===== src/rtl/fetch_stage.sv =====
// fetch_stage
//   Instruction fetch stage with a single outstanding memory request and an
//   IF/ID pipeline register. A small FSM tracks whether a fetch is in flight
//   (FETCH), a fetched word is parked because the pipeline is stalled (HELD),
//   or an in-flight request has been made wrong-path by a redirect and its
//   data must be thrown away when it returns (DISCARD).
//
// Ports
//   clk            : clock, all state updates on the rising edge
//   reset          : asynchronous active-high reset
//   imem_address   : fetch address (pc, or the stale request address in DISCARD)
//   imem_read      : fetch request, held until imem_resp
//   imem_rdata     : fetched word, valid with imem_resp
//   imem_resp      : fetch completes this cycle
//   gen_bubble     : hazard unit asks IF/ID and PC to hold
//   squash_ID      : current IF/ID instruction is wrong-path (masks id_ir only)
//   flow_ID_EX     : downstream accepts IF/ID this cycle
//   pc_load_target : redirect fetch to pc_target
//   pc_target      : redirect address (bit 0 forced to zero)
//   IF_ID_ir       : registered IF/ID instruction
//   IF_ID_pc       : registered PC+2 of IF_ID_ir
//   IF_ID_valid    : IF_ID_ir is a real fetched instruction
//   id_ir          : instruction handed to ID/EX, zero when squashed
module fetch_stage #(
   parameter logic [15:0] RESET_PC = 16'h0000
) (
   input  logic        clk,
   input  logic        reset,
   output logic [15:0] imem_address,
   output logic        imem_read,
   input  logic [15:0] imem_rdata,
   input  logic        imem_resp,
   input  logic        gen_bubble,
   input  logic        squash_ID,
   input  logic        flow_ID_EX,
   input  logic        pc_load_target,
   input  logic [15:0] pc_target,
   output logic [15:0] IF_ID_ir,
   output logic [15:0] IF_ID_pc,
   output logic        IF_ID_valid,
   output logic [15:0] id_ir
);

   typedef enum logic [1:0] {
      FETCH   = 2'd0,
      HELD    = 2'd1,
      DISCARD = 2'd2
   } state_t;

   state_t      state, state_next;
   logic [15:0] pc, pc_next;
   logic [15:0] ir_next, ifpc_next;
   logic        valid_next;
   logic [15:0] buffer, buffer_next;
   logic [15:0] req_addr, req_next;
   logic [15:0] pc_inc;
   logic        advance;

   assign advance = flow_ID_EX & ~gen_bubble;
   // 16-bit modulo increment: 16'hFFFE wraps to 16'h0000
   assign pc_inc  = pc + 16'd2;

   // A wrong-path request keeps its original address on the bus until the
   // memory answers, so the address never changes under an outstanding read.
   assign imem_read    = (state == FETCH) || (state == DISCARD);
   assign imem_address = (state == DISCARD) ? req_addr : pc;

   assign id_ir = squash_ID ? 16'h0000 : IF_ID_ir;

   always_ff @(posedge clk or posedge reset) begin
      if (reset) begin
         state       <= FETCH;
         pc          <= RESET_PC;
         IF_ID_ir    <= 16'h0000;
         IF_ID_pc    <= 16'h0000;
         IF_ID_valid <= 1'b0;
         buffer      <= 16'h0000;
         req_addr    <= 16'h0000;
      end else begin
         state       <= state_next;
         pc          <= pc_next;
         IF_ID_ir    <= ir_next;
         IF_ID_pc    <= ifpc_next;
         IF_ID_valid <= valid_next;
         buffer      <= buffer_next;
         req_addr    <= req_next;
      end
   end

   always_comb begin
      state_next  = state;
      pc_next     = pc;
      ir_next     = IF_ID_ir;
      ifpc_next   = IF_ID_pc;
      valid_next  = IF_ID_valid;
      buffer_next = buffer;
      req_next    = req_addr;

      if (pc_load_target) begin
         // Redirect wins over advance and ignores flow_ID_EX; IF/ID becomes a
         // NOP so the wrong-path word never reaches decode.
         pc_next    = {pc_target[15:1], 1'b0};
         ir_next    = 16'h0000;
         valid_next = 1'b0;
         case (state)
            FETCH: begin
               if (imem_resp) begin
                  state_next = FETCH;
               end else begin
                  req_next   = pc;
                  state_next = DISCARD;
               end
            end
            HELD:    state_next = FETCH;
            DISCARD: state_next = imem_resp ? FETCH : DISCARD;
            default: state_next = FETCH;
         endcase
      end else begin
         case (state)
            FETCH: begin
               if (imem_resp && advance) begin
                  ir_next    = imem_rdata;
                  ifpc_next  = pc_inc;
                  valid_next = 1'b1;
                  pc_next    = pc_inc;
               end else if (imem_resp) begin
                  buffer_next = imem_rdata;
                  state_next  = HELD;
               end else if (advance) begin
                  // Nothing new to hand over: insert a bubble rather than
                  // letting decode see the same instruction twice.
                  ir_next    = 16'h0000;
                  valid_next = 1'b0;
               end
            end
            HELD: begin
               if (advance) begin
                  ir_next    = buffer;
                  ifpc_next  = pc_inc;
                  valid_next = 1'b1;
                  pc_next    = pc_inc;
                  state_next = FETCH;
               end
            end
            DISCARD: begin
               if (advance) begin
                  ir_next    = 16'h0000;
                  valid_next = 1'b0;
               end
               if (imem_resp) begin
                  state_next = FETCH;
               end
            end
            default: state_next = FETCH;
         endcase
      end
   end

endmodule


===== config.mk =====
export PLATFORM = sky130hd
export DESIGN_NAME = fetch_stage
export DESIGN_NICKNAME = d
export VERILOG_FILES = /design/src/rtl/fetch_stage.sv
export SDC_FILE = /design/constraint.sdc
export NUM_CORES = 1
export LEC_CHECK = 0
export ABC_CLOCK_PERIOD_IN_PS = 2700
export CORE_AREA = 10 10 116 118
export DETAILED_ROUTE_END_ITERATION = 16
export DIE_AREA = 0 0 126 128
export PLACE_DENSITY = 0.68
export SLEW_MARGIN = 20
export SYNTH_ARGS = -nofsm -noshare
export SYNTH_HDL_FRONTEND = slang
export SYNTH_SLANG_ARGS = --single-unit
export TNS_END_PERCENT = 20

===== constraint.sdc =====
create_clock -name clk -period 2.7 [get_ports clk]
set_input_delay 0.675 -clock clk [delete_from_list [all_inputs] [get_ports clk]]
set_output_delay 0.675 -clock clk [all_outputs]
set_load 0.01 [all_outputs]

==> flow_summary.ini, run 1 <==
[sta]
fin_crit_ns = 2.617
rsz0062_at_grt = false
fmax_ghz = 0.3821
tightest_slew_ns = 0.7077
fin_crit_sh_pct = 96.92
drv_slew = 0
setup_viol = 0
finClkSkew_ns = 0.004021
hold_violations = 0
max_slew_margin_pct = 52.77

[worst_setup_path]
crit_type = reg2out
r2r_cells = 5
worst_setup_path_start_kind = register
cp.arrival_ns = 1.94
crit_fanout = 20
required_ns = 2.03
r2r_slack_ns = 0.33
r2r_start = pc[1]
rr_endpoint = pc[15]
end_kind = primary output

[drt]
drc = 0
vias = 3711
firstDrtPassIters = 4
ant_nets = 0
viasPerCell = 5.418
wire_per_inst_um = 17.72
first_iter_violations = 219
wirelength_um = 12140

[power]
switching_share_pct = 34.70
p_comb_share_pct = 43.0
pwr_density_cell_mw_per_mm2 = 897.3
seqPwrFrac_pct = 36.1
p_leak_nw = 2.421
p_clk_share_pct = 20.9
irDropWorstVdd_mv = 0.3430
internal_power_w = 0.003448
p_sw_w = 0.001833

[cts]
cts_buffers = 9
cts.clk_slew.worst_paths_ns = 0.06
clk_path_buf_depth = 2
cts_tree = yes
worstSkewPairLatency_ns = 0.34
cts.sinks = 80
cts.htree.levels = 3
cts_root_buf = clkbuf_16
post_cts_buffers = 0

[placement]
gp_congestion = 0.8122
io_buffers = 101
dpl-instance-area_mm2 = 0.005630
dp_hpwl_um = 8626

[global_routing]
grt_max_degree = 81
grt_pass1_wl_um = 19740
first_global_vias = 3742
globalRouteOverflowTotal = 0
grt_usage_pct = 14.88
antenna_found_initial = 0

[floorplanning]
die_height_um = 128
core_mm2 = 0.01122
die_w_um = 126
fp.dieArea_mm2 = 0.01613
rows = 39
boundaryPins = 105
start_util_pct = 38.80

[synth]
synth.top_cells.by_count = dfrtp_1, mux2_2, nand2_1, a21oi_1, o21ai_0
synth_top_area_share_pct = 45.98
netlist_area_mm2 = 0.004354
synth_edf_count = 0
synth-main-ff-cell = dfrtp_1
synth_warnings = 0
ys_ff_latch = 80
synth_area_leaders = dfrtp_1, mux2_2, a21oi_1, and4b_1, o21ai_0
synth_cell_types = 48
avgSynthCellArea_um2 = 9.964
synth.most_common_cell = dfrtp_1
ys_seq_area_share_pct = 45.98
async_flop_share_pct = 100.0
netlist_instances = 437
synth_area_leader_cell = dfrtp_1

[cells_and_area]
nets = 585
area_growth_pct = 35.17
diodes = 0
drive_gt1_share_pct = 16.42
n_fill_cell = 1058
final_area_mm2 = 0.005886
fin_util_pct = 52.44

[hold_path]
holdCritStartpoint = req_addr[10]
min_to = req_addr[10]
holdPathStages = 2
hold_path.class = reg2reg

[job]
maxCapViolCount = 0

[status]
status = finished, final reports clean
power groups by stage:
stage | Clock [W] | Sequential (W) | Combinational, W
floorplan | 0 | 0.00193 | 0.00125
global placement | 0 | 0.00190 | 0.00229
CTS | 0.00112 | 0.00191 | 0.00230
finish | 0.00110 | 0.00191 | 0.00227
detailed placement | 0 | 0.00193 | 0.00232
global route | 0.00118 | 0.00197 | 0.00250
routing by layer:
layer / GRT usage (%) / vias to the layer above / share of wire (%)
met4: 5.894 / 0 / 1.3
li1: - / 1775 / -
met3: 3.143 / 14 / 6.2
met1: 18.32 / 1828 / 42
met2: 24.89 / 94 / 50
met5: 0 / - / 0
per-stage QoR:
step,TNS (ns),instances,hold WS [ns],setup WS (ns),power (W)
detailed placement,-0.6364,672,0.4721,-0.05873,0.004254
CTS,0,685,0.4845,0.03358,0.005333
finish,0,685,0.4776,0.08321,0.005281
global route,0,685,0.5168,0.01782,0.005649
floorplan,0,438,0.4497,0.3640,0.003176
global placement,-0.1823,672,0.4626,-0.01343,0.004190
how the worst max path moves through the flow:
stage / depth (start not counted) / to / startpoint / slack [ns]
after CTS: 6 / imem_address[11] / state[0] / 0.03
after floorplan: 5 / imem_address[13] / state[0] / 0.36
after global routing: 6 / imem_address[8] / state[0] / 0.02
final: 6 / imem_address[8] / state[0] / 0.08
after global placement: 5 / IF_ID_ir[9] / flow_ID_EX / -0.01
after detailed placement: 5 / IF_ID_ir[14] / flow_ID_EX / -0.06
layout by cell type, fill, tap and decap left out, types with 9 or more instances in the layout:
cell type	synthesis	final
dfrtp_1	80	80
nor2b_1	19	19
dlygate4sd2_1	0	11
mux2_2	39	39
buf_4	4	19
a21oi_1	33	33
o21ai_0	31	30
nand3_1	10	10
a22o_1	16	16
clkbuf_16	0	9
and4b_1	16	16
nor2_1	26	25
nand2_1	39	39
clkdlybuf4s50_1	0	89
critical path, stage by stage, from the launching register on:
cell and delay (ns):
dfrtp_1 0.41, inv_2 0.11, ha_1 0.20, buf_12 0.18, nand2_1 0.08, o21ai_0 0.07
clkdlybuf4s50_1 0.56
registers in the layout, indices dropped and copies added (netlist names):
| register | cells |
|---|---|
| IF_ID_ir | 16 |
| IF_ID_pc | 15 |
| IF_ID_valid | 1 |
| buffer | 16 |
| pc | 15 |
| req_addr | 15 |
| state | 2 |
cells by family after synthesis:
family / Yosys count / share of synthesized area (%)
AND/OR/NAND/NOR: 144 / 18.76
AO/OA/AOI/OAI: 108 / 16.03
flip-flops: 80 / 45.98
buffers and inverters: 44 / 4.253
multiplexers: 41 / 10.55
XOR/XNOR: 13 / 2.615
adder cells (fa/ha/maj): 6 / 1.724
other: 1 / 0.08612
final cells by class:
cell class                 count  area (um2)  share of cell area, %
sequential                    80        2002                  34.01
multi-input combinational    314        2176                  36.97
clock inverter                 1       5.005                0.08503
clock buffer                  12       256.5                  4.358
inverter                      11       45.04                 0.7653
timing repair buffer         124        1222                  20.77
tap                          143       178.9                  3.040
repair_timing:
action,in CTS,in global routing
gates resized for setup,13,2
hold buffers,0,0
endpoints found under the setup margin,12,2
hold endpoints to repair,0,0
No activity file was read; power rests on OpenSTA's default activity.
==> run 2: changes to the inputs <==
--- a/config.mk
+++ b/config.mk
@@ -10,6 +10,8 @@
 export DETAILED_ROUTE_END_ITERATION = 16
 export DIE_AREA = 0 0 126 128
 export PLACE_DENSITY = 0.68
+export REMOVE_ABC_BUFFERS = 1
+export SETUP_SLACK_MARGIN = 0.1
 export SLEW_MARGIN = 20
 export SYNTH_ARGS = -nofsm -noshare
 export SYNTH_HDL_FRONTEND = slang
==> run 2 against run 1 <==
  * Non-clock buffer count up 4
  * Count of clock-buffer cells in the layout decreased by 2
  * Die area is the same
  * Cell count rose by 1.0%
  * Clock skew is 0.0040 ns higher
  * Utilization rose by 0.45 points
  * Critical path type unchanged
==> flow_summary.ini, run 2 (same netlist as run 1, synthesis figures left out) <==
[status]
status = finished, final reports clean

[sta]
setup_viol = 0
fin_crit_sh_pct = 93.60
tightest_slew_ns = 0.7185
max_slew_margin_pct = 52.05
fmax_ghz = 0.3957
layout_setup_ws_ns = 0.1729
hold_violations = 0
finClkSkew_ns = 0.008046
rsz0062_at_grt = true
fin_crit_ns = 2.527
tns_ns = 0
drv_slew = 0

[hold_path]
hold_path.class = reg2reg
holdCritStartpoint = req_addr[10]
holdPathStages = 2
min_to = req_addr[10]

[cells_and_area]
final_area_mm2 = 0.005936
final_cell_mix = dfrtp_1, clkdlybuf4s50_1, nand2_1, mux2_2, a21oi_1
diodes = 0
final_common_cell = dfrtp_1
nets = 589
reg_top3 = IF_ID_ir x16, buffer x16
area_growth_pct = 36.32
drive_gt1_share_pct = 18.03
n_fill_cell = 992
fin_util_pct = 52.89

[cts]
cts_buffers = 9
cts_tree = yes
cts.clk_slew.worst_paths_ns = 0.06
holdBufCountCts = 0
cts.htree.levels = 3
cts_root_buf = clkbuf_16
cts.sinks = 80
clk_path_buf_depth = 2
worstSkewPairLatency_ns = 0.33

[global_routing]
globalRouteOverflowTotal = 0
first_global_vias = 3925
grt_max_degree = 37
grt_pass1_wl_um = 20080
grt_usage_pct = 14.83
antenna_found_initial = 0

[placement]
io_buffers = 101
pre_cts_slack_ns = -0.03296
dp_hpwl_um = 8708
dpl-instance-area_mm2 = 0.005650
gp_congestion = 0.8399

[worst_setup_path]
r2r_slack_ns = 0.35
cp_slowest_stage_delay_ns = 0.41
cp_top_family = buffers and inverters
cp.arrival_ns = 1.85
rr_endpoint = pc[15]
r2r_cells = 5
r2r_start = pc[2]
end_kind = primary output
crit_type = reg2out
path_cells = inv_2 > ha_2 > buf_12 > mux2_2 > dlygate4sd2_1
worst_path_max_delay_cell = dfrtp_1
worst_setup_path_start_kind = register
critPathBufInv = 3
required_ns = 2.03
crit_fanout = 14

[drt]
wirelength_um = 12040
viasPerCell = 5.331
first_iter_violations = 213
ant_nets = 0
wire_per_inst_um = 17.39
drc = 0
vias = 3689
firstDrtPassIters = 5

[job]
maxCapViolCount = 0

[floorplanning]
die_height_um = 128
rows = 39
fp.dieArea_mm2 = 0.01613
core_mm2 = 0.01122
boundaryPins = 105
start_util_pct = 38.80
die_w_um = 126

[power]
seqPwrFrac_pct = 35.2
internal_power_w = 0.003521
switching_share_pct = 34.84
p_leak_nw = 2.535
p_clk_share_pct = 23.1
irDropWorstVdd_mv = 0.5318
p_comb_share_pct = 41.7
total_power_w = 0.005404
pwr_density_cell_mw_per_mm2 = 910.5
p_sw_w = 0.001883
-- run 2: per-layer routing --
| metal | vias to the layer above | global-route usage, % | routed length [um] |
|---|---|---|---|
| met5 | - | 0 | 0 |
| met4 | 0 | 4.555 | 86 |
| met3 | 8 | 4.508 | 863 |
| met2 | 118 | 24.43 | 5555 |
| met1 | 1780 | 18.25 | 5532 |
| li1 | 1783 | - | - |
-- run 2: metrics by stage --
stage / hold WS (ns) / cells
floorplan: 0.4497 / 405
global placement: 0.4628 / 675
detailed placement: 0.4712 / 675
CTS: 0.4859 / 691
global route: 0.5119 / 692
finish: 0.4777 / 692
-- run 2: worst max-delay path by stage --
| stage | cells past startpoint | endpoint | start | slack [ns] |
|---|---|---|---|---|
| floorplan | 1 | IF_ID_ir[0] | reset | -0.03 |
| global placement | 5 | IF_ID_ir[14] | imem_resp | -0.01 |
| detailed placement | 5 | IF_ID_ir[2] | flow_ID_EX | -0.03 |
| CTS | 5 | imem_address[14] | state[0] | 0.13 |
| global route | 5 | imem_address[14] | state[0] | 0.1 |
| finish | 5 | imem_address[14] | state[0] | 0.17 |
-- run 2: area by class of cell --
class	instances	area [um2]	area share [%]
flip-flops and latches	80	2002	33.73
multi-input cells	314	2181	36.74
clock inverters	6	67.56	1.138
well taps	143	178.9	3.014
repair buffers	128	1225	20.64
inverters	11	42.54	0.7167
clock buffers	10	239.0	4.026
-- run 2: power groups by stage --
| stage | registers, W | clock network, W | logic (W) |
|---|---|---|---|
| global route | 0.00197 | 0.00132 | 0.00249 |
| floorplan | 0.00194 | 0 | 0.00118 |
| CTS | 0.00190 | 0.00127 | 0.00228 |
| global placement | 0.00190 | 0 | 0.00229 |
| detailed placement | 0.00192 | 0 | 0.00234 |
| finish | 0.00190 | 0.00125 | 0.00225 |
-- run 2: repair_timing --
action	CTS	global route
buffers inserted	0	1
endpoints found under the setup margin	32	12
resized for setup	34	1
-- run 2: worst register-to-register path, delay by kind of cell (launching register included) --
family / cells / cell delay, ns
adder cells (fa/ha/maj): 1 / 0.31
AO/OA/AOI/OAI: 1 / 0.18
AND/OR/NAND/NOR: 3 / 1.33
flip-flops: 1 / 0.44
==> run 3: changes to the inputs <==
--- a/config.mk
+++ b/config.mk
@@ -5,11 +5,10 @@
 export SDC_FILE = /design/constraint.sdc
 export NUM_CORES = 1
 export LEC_CHECK = 0
-export ABC_CLOCK_PERIOD_IN_PS = 2700
-export CORE_AREA = 10 10 116 118
+export ABC_CLOCK_PERIOD_IN_PS = 2150
+export CORE_AREA = 10 10 132 134
 export DETAILED_ROUTE_END_ITERATION = 16
-export DIE_AREA = 0 0 126 128
-export PLACE_DENSITY = 0.68
+export DIE_AREA = 0 0 142 144
 export REMOVE_ABC_BUFFERS = 1
 export SETUP_SLACK_MARGIN = 0.1
 export SLEW_MARGIN = 20
==> constraint.sdc (replaced) <==
create_clock -name clk -period 2.15 [get_ports clk]
set_input_delay 0.5375 -clock clk [delete_from_list [all_inputs] [get_ports clk]]
set_output_delay 0.5375 -clock clk [all_outputs]
set_load 0.05 [all_outputs]
==> run 3 against run 2 <==
  * The run now ends with setup timing left
  * Via count grew 3.8%
  * Global-route usage decreased by 1.8 points
  * Highest routed layer unchanged
  * Sequential power grew 25%
==> flow_summary.ini, run 3 (same netlist as run 1, synthesis figures left out) <==
[worst_setup_path]
r2r_cells = 6
crit_fanout = 8
rr_endpoint = IF_ID_pc[2]
required_ns = 1.61
cp_slowest_stage_delay_ns = 0.42
setup.worst_path.start = state[1]
worst_setup_path_start_kind = register
r2r_slack_ns = 0.11
end_kind = primary output
worst_path_max_delay_cell = dfrtp_1
r2r_start = state[1]
path_cells = ha_4 > buf_6 > buf_16 > mux2_4 > buf_8
crit_end = imem_address[2]
crit_type = reg2out
cp.arrival_ns = 1.70

[cells_and_area]
final_cell_mix = dfrtp_1, buf_4, nand2_1, clkdlybuf4s50_1, a21oi_1
drive_gt1_share_pct = 32.99
diodes = 0
reg_top3 = IF_ID_ir x16, buffer x16
fin_util_pct = 44.98
area_growth_pct = 53.56
final_common_cell = dfrtp_1
nets = 616

[drt]
drc = 0
firstDrtPassIters = 5
viasPerCell = 5.012
first_iter_violations = 277
vias = 3829
ant_nets = 0
wirelength_um = 13410
wire_per_inst_um = 17.56

[power]
irDropWorstVdd_mv = 0.9055
p_leak_nw = 2.906
pwr_density_cell_mw_per_mm2 = 1279

[floorplanning]
die_height_um = 144
start_util_pct = 29.29
die_w_um = 142
core_mm2 = 0.01486
fp.dieArea_mm2 = 0.02045
boundaryPins = 105
rows = 45

[placement]
dp_hpwl_um = 9479
pre_cts_slack_ns = -0.2999
io_buffers = 101
gp_congestion = 0.8028

[sta]
hold_violations = 0
timing.hold.ws_ns = 0.4856
fin_crit_sh_pct = 103.9
rsz0062_at_grt = true
fmax_ghz = 0.4476
tightest_slew_ns = 0.5168
finClkSkew_ns = 0.004916
setup_viol = 10
layout_setup_ws_ns = -0.08427
max_slew_margin_pct = 65.49
drv_slew = 0
fin_crit_ns = 2.234

[global_routing]
antenna_found_initial = 0
globalRouteOverflowTotal = 0
grt_pass1_wl_um = 21470
grt_usage_pct = 13.00
first_global_vias = 3958
grt_max_degree = 34

[cts]
cts_tree = yes
worstSkewPairLatency_ns = 0.34
cts.sinks = 80
cts_buffers = 9
cts.clk_slew.worst_paths_ns = 0.06
cts.htree.levels = 3
cts_root_buf = clkbuf_16
clk_path_buf_depth = 2
holdBufCountCts = 0

[job]
maxCapViolCount = 0

[status]
violations = setup timing
status = finished, violations left

[hold_path]
hold_path.class = reg2reg
run 3: worst max-delay path: cells and delay by family (launching register included):
kind	cells	cell delay, ns
mux	1	0.31
fa+ha+maj	1	0.21
buf+inv	3	0.41
flops	1	0.42
run 3: repair_timing:
action,4_1_cts,5_1_grt
gates resized for setup,93,14
setup endpoints to repair,66,59
setup buffers,6,2
pin swaps,3,2
gates cloned,2,0
run 3: through the flow:
step | cell area (um2) | std cells | power (W) | setup TNS [ns]
after floorplan | 4214 | 405 | 0.004950 | -40.01
after global placement | 6060 | 739 | 0.006631 | -10.51
after CTS | 6659 | 763 | 0.008651 | -1.096
after global routing | 6686 | 764 | 0.009065 | -1.652
after detailed placement | 6060 | 739 | 0.006729 | -11.81
final | 6686 | 764 | 0.008555 | -0.7040
run 3: power breakdown:
group / total [W] / switching (W) / internal (W) / leakage, nW
combinational: 0.00474 / 0.00270 / 0.00205 / 1.80
clock: 0.00143 / 0.000610 / 0.000816 / 0.129
sequential: 0.00238 / 0.000339 / 0.00204 / 0.973
run 3: worst min-delay path by stage:
stage,slack (ns),cells past startpoint,end,startpoint
floorplan,0.45,2,req_addr[7],req_addr[7]
global placement,0.46,2,req_addr[8],req_addr[8]
detailed placement,0.48,2,req_addr[10],req_addr[10]
CTS,0.49,2,req_addr[10],req_addr[10]
global route,0.51,1,buffer[10],buffer[10]
finish,0.49,2,req_addr[11],req_addr[11]
run 3: layout make-up:
| cell class | count | area [um2] |
|---|---|---|
| Fill cell | 1393 | 8178 |
| Multi-Input combinational cell | 314 | 2323 |
| Sequential cell | 80 | 2002 |
| Timing Repair Buffer | 155 | 1808 |
| Clock buffer | 12 | 246.5 |
| Tap cell | 188 | 235.2 |
| Inverter | 11 | 42.54 |
| Clock inverter | 4 | 28.78 |
run 3: metal layers:
layer,GRT usage [%],vias up,part of all wire [%]
met1,16.57,1863,46
met2,20.48,125,45
met4,1.883,0,0.45
li1,-,1833,-
met3,5.444,8,7.9
met5,0,-,0
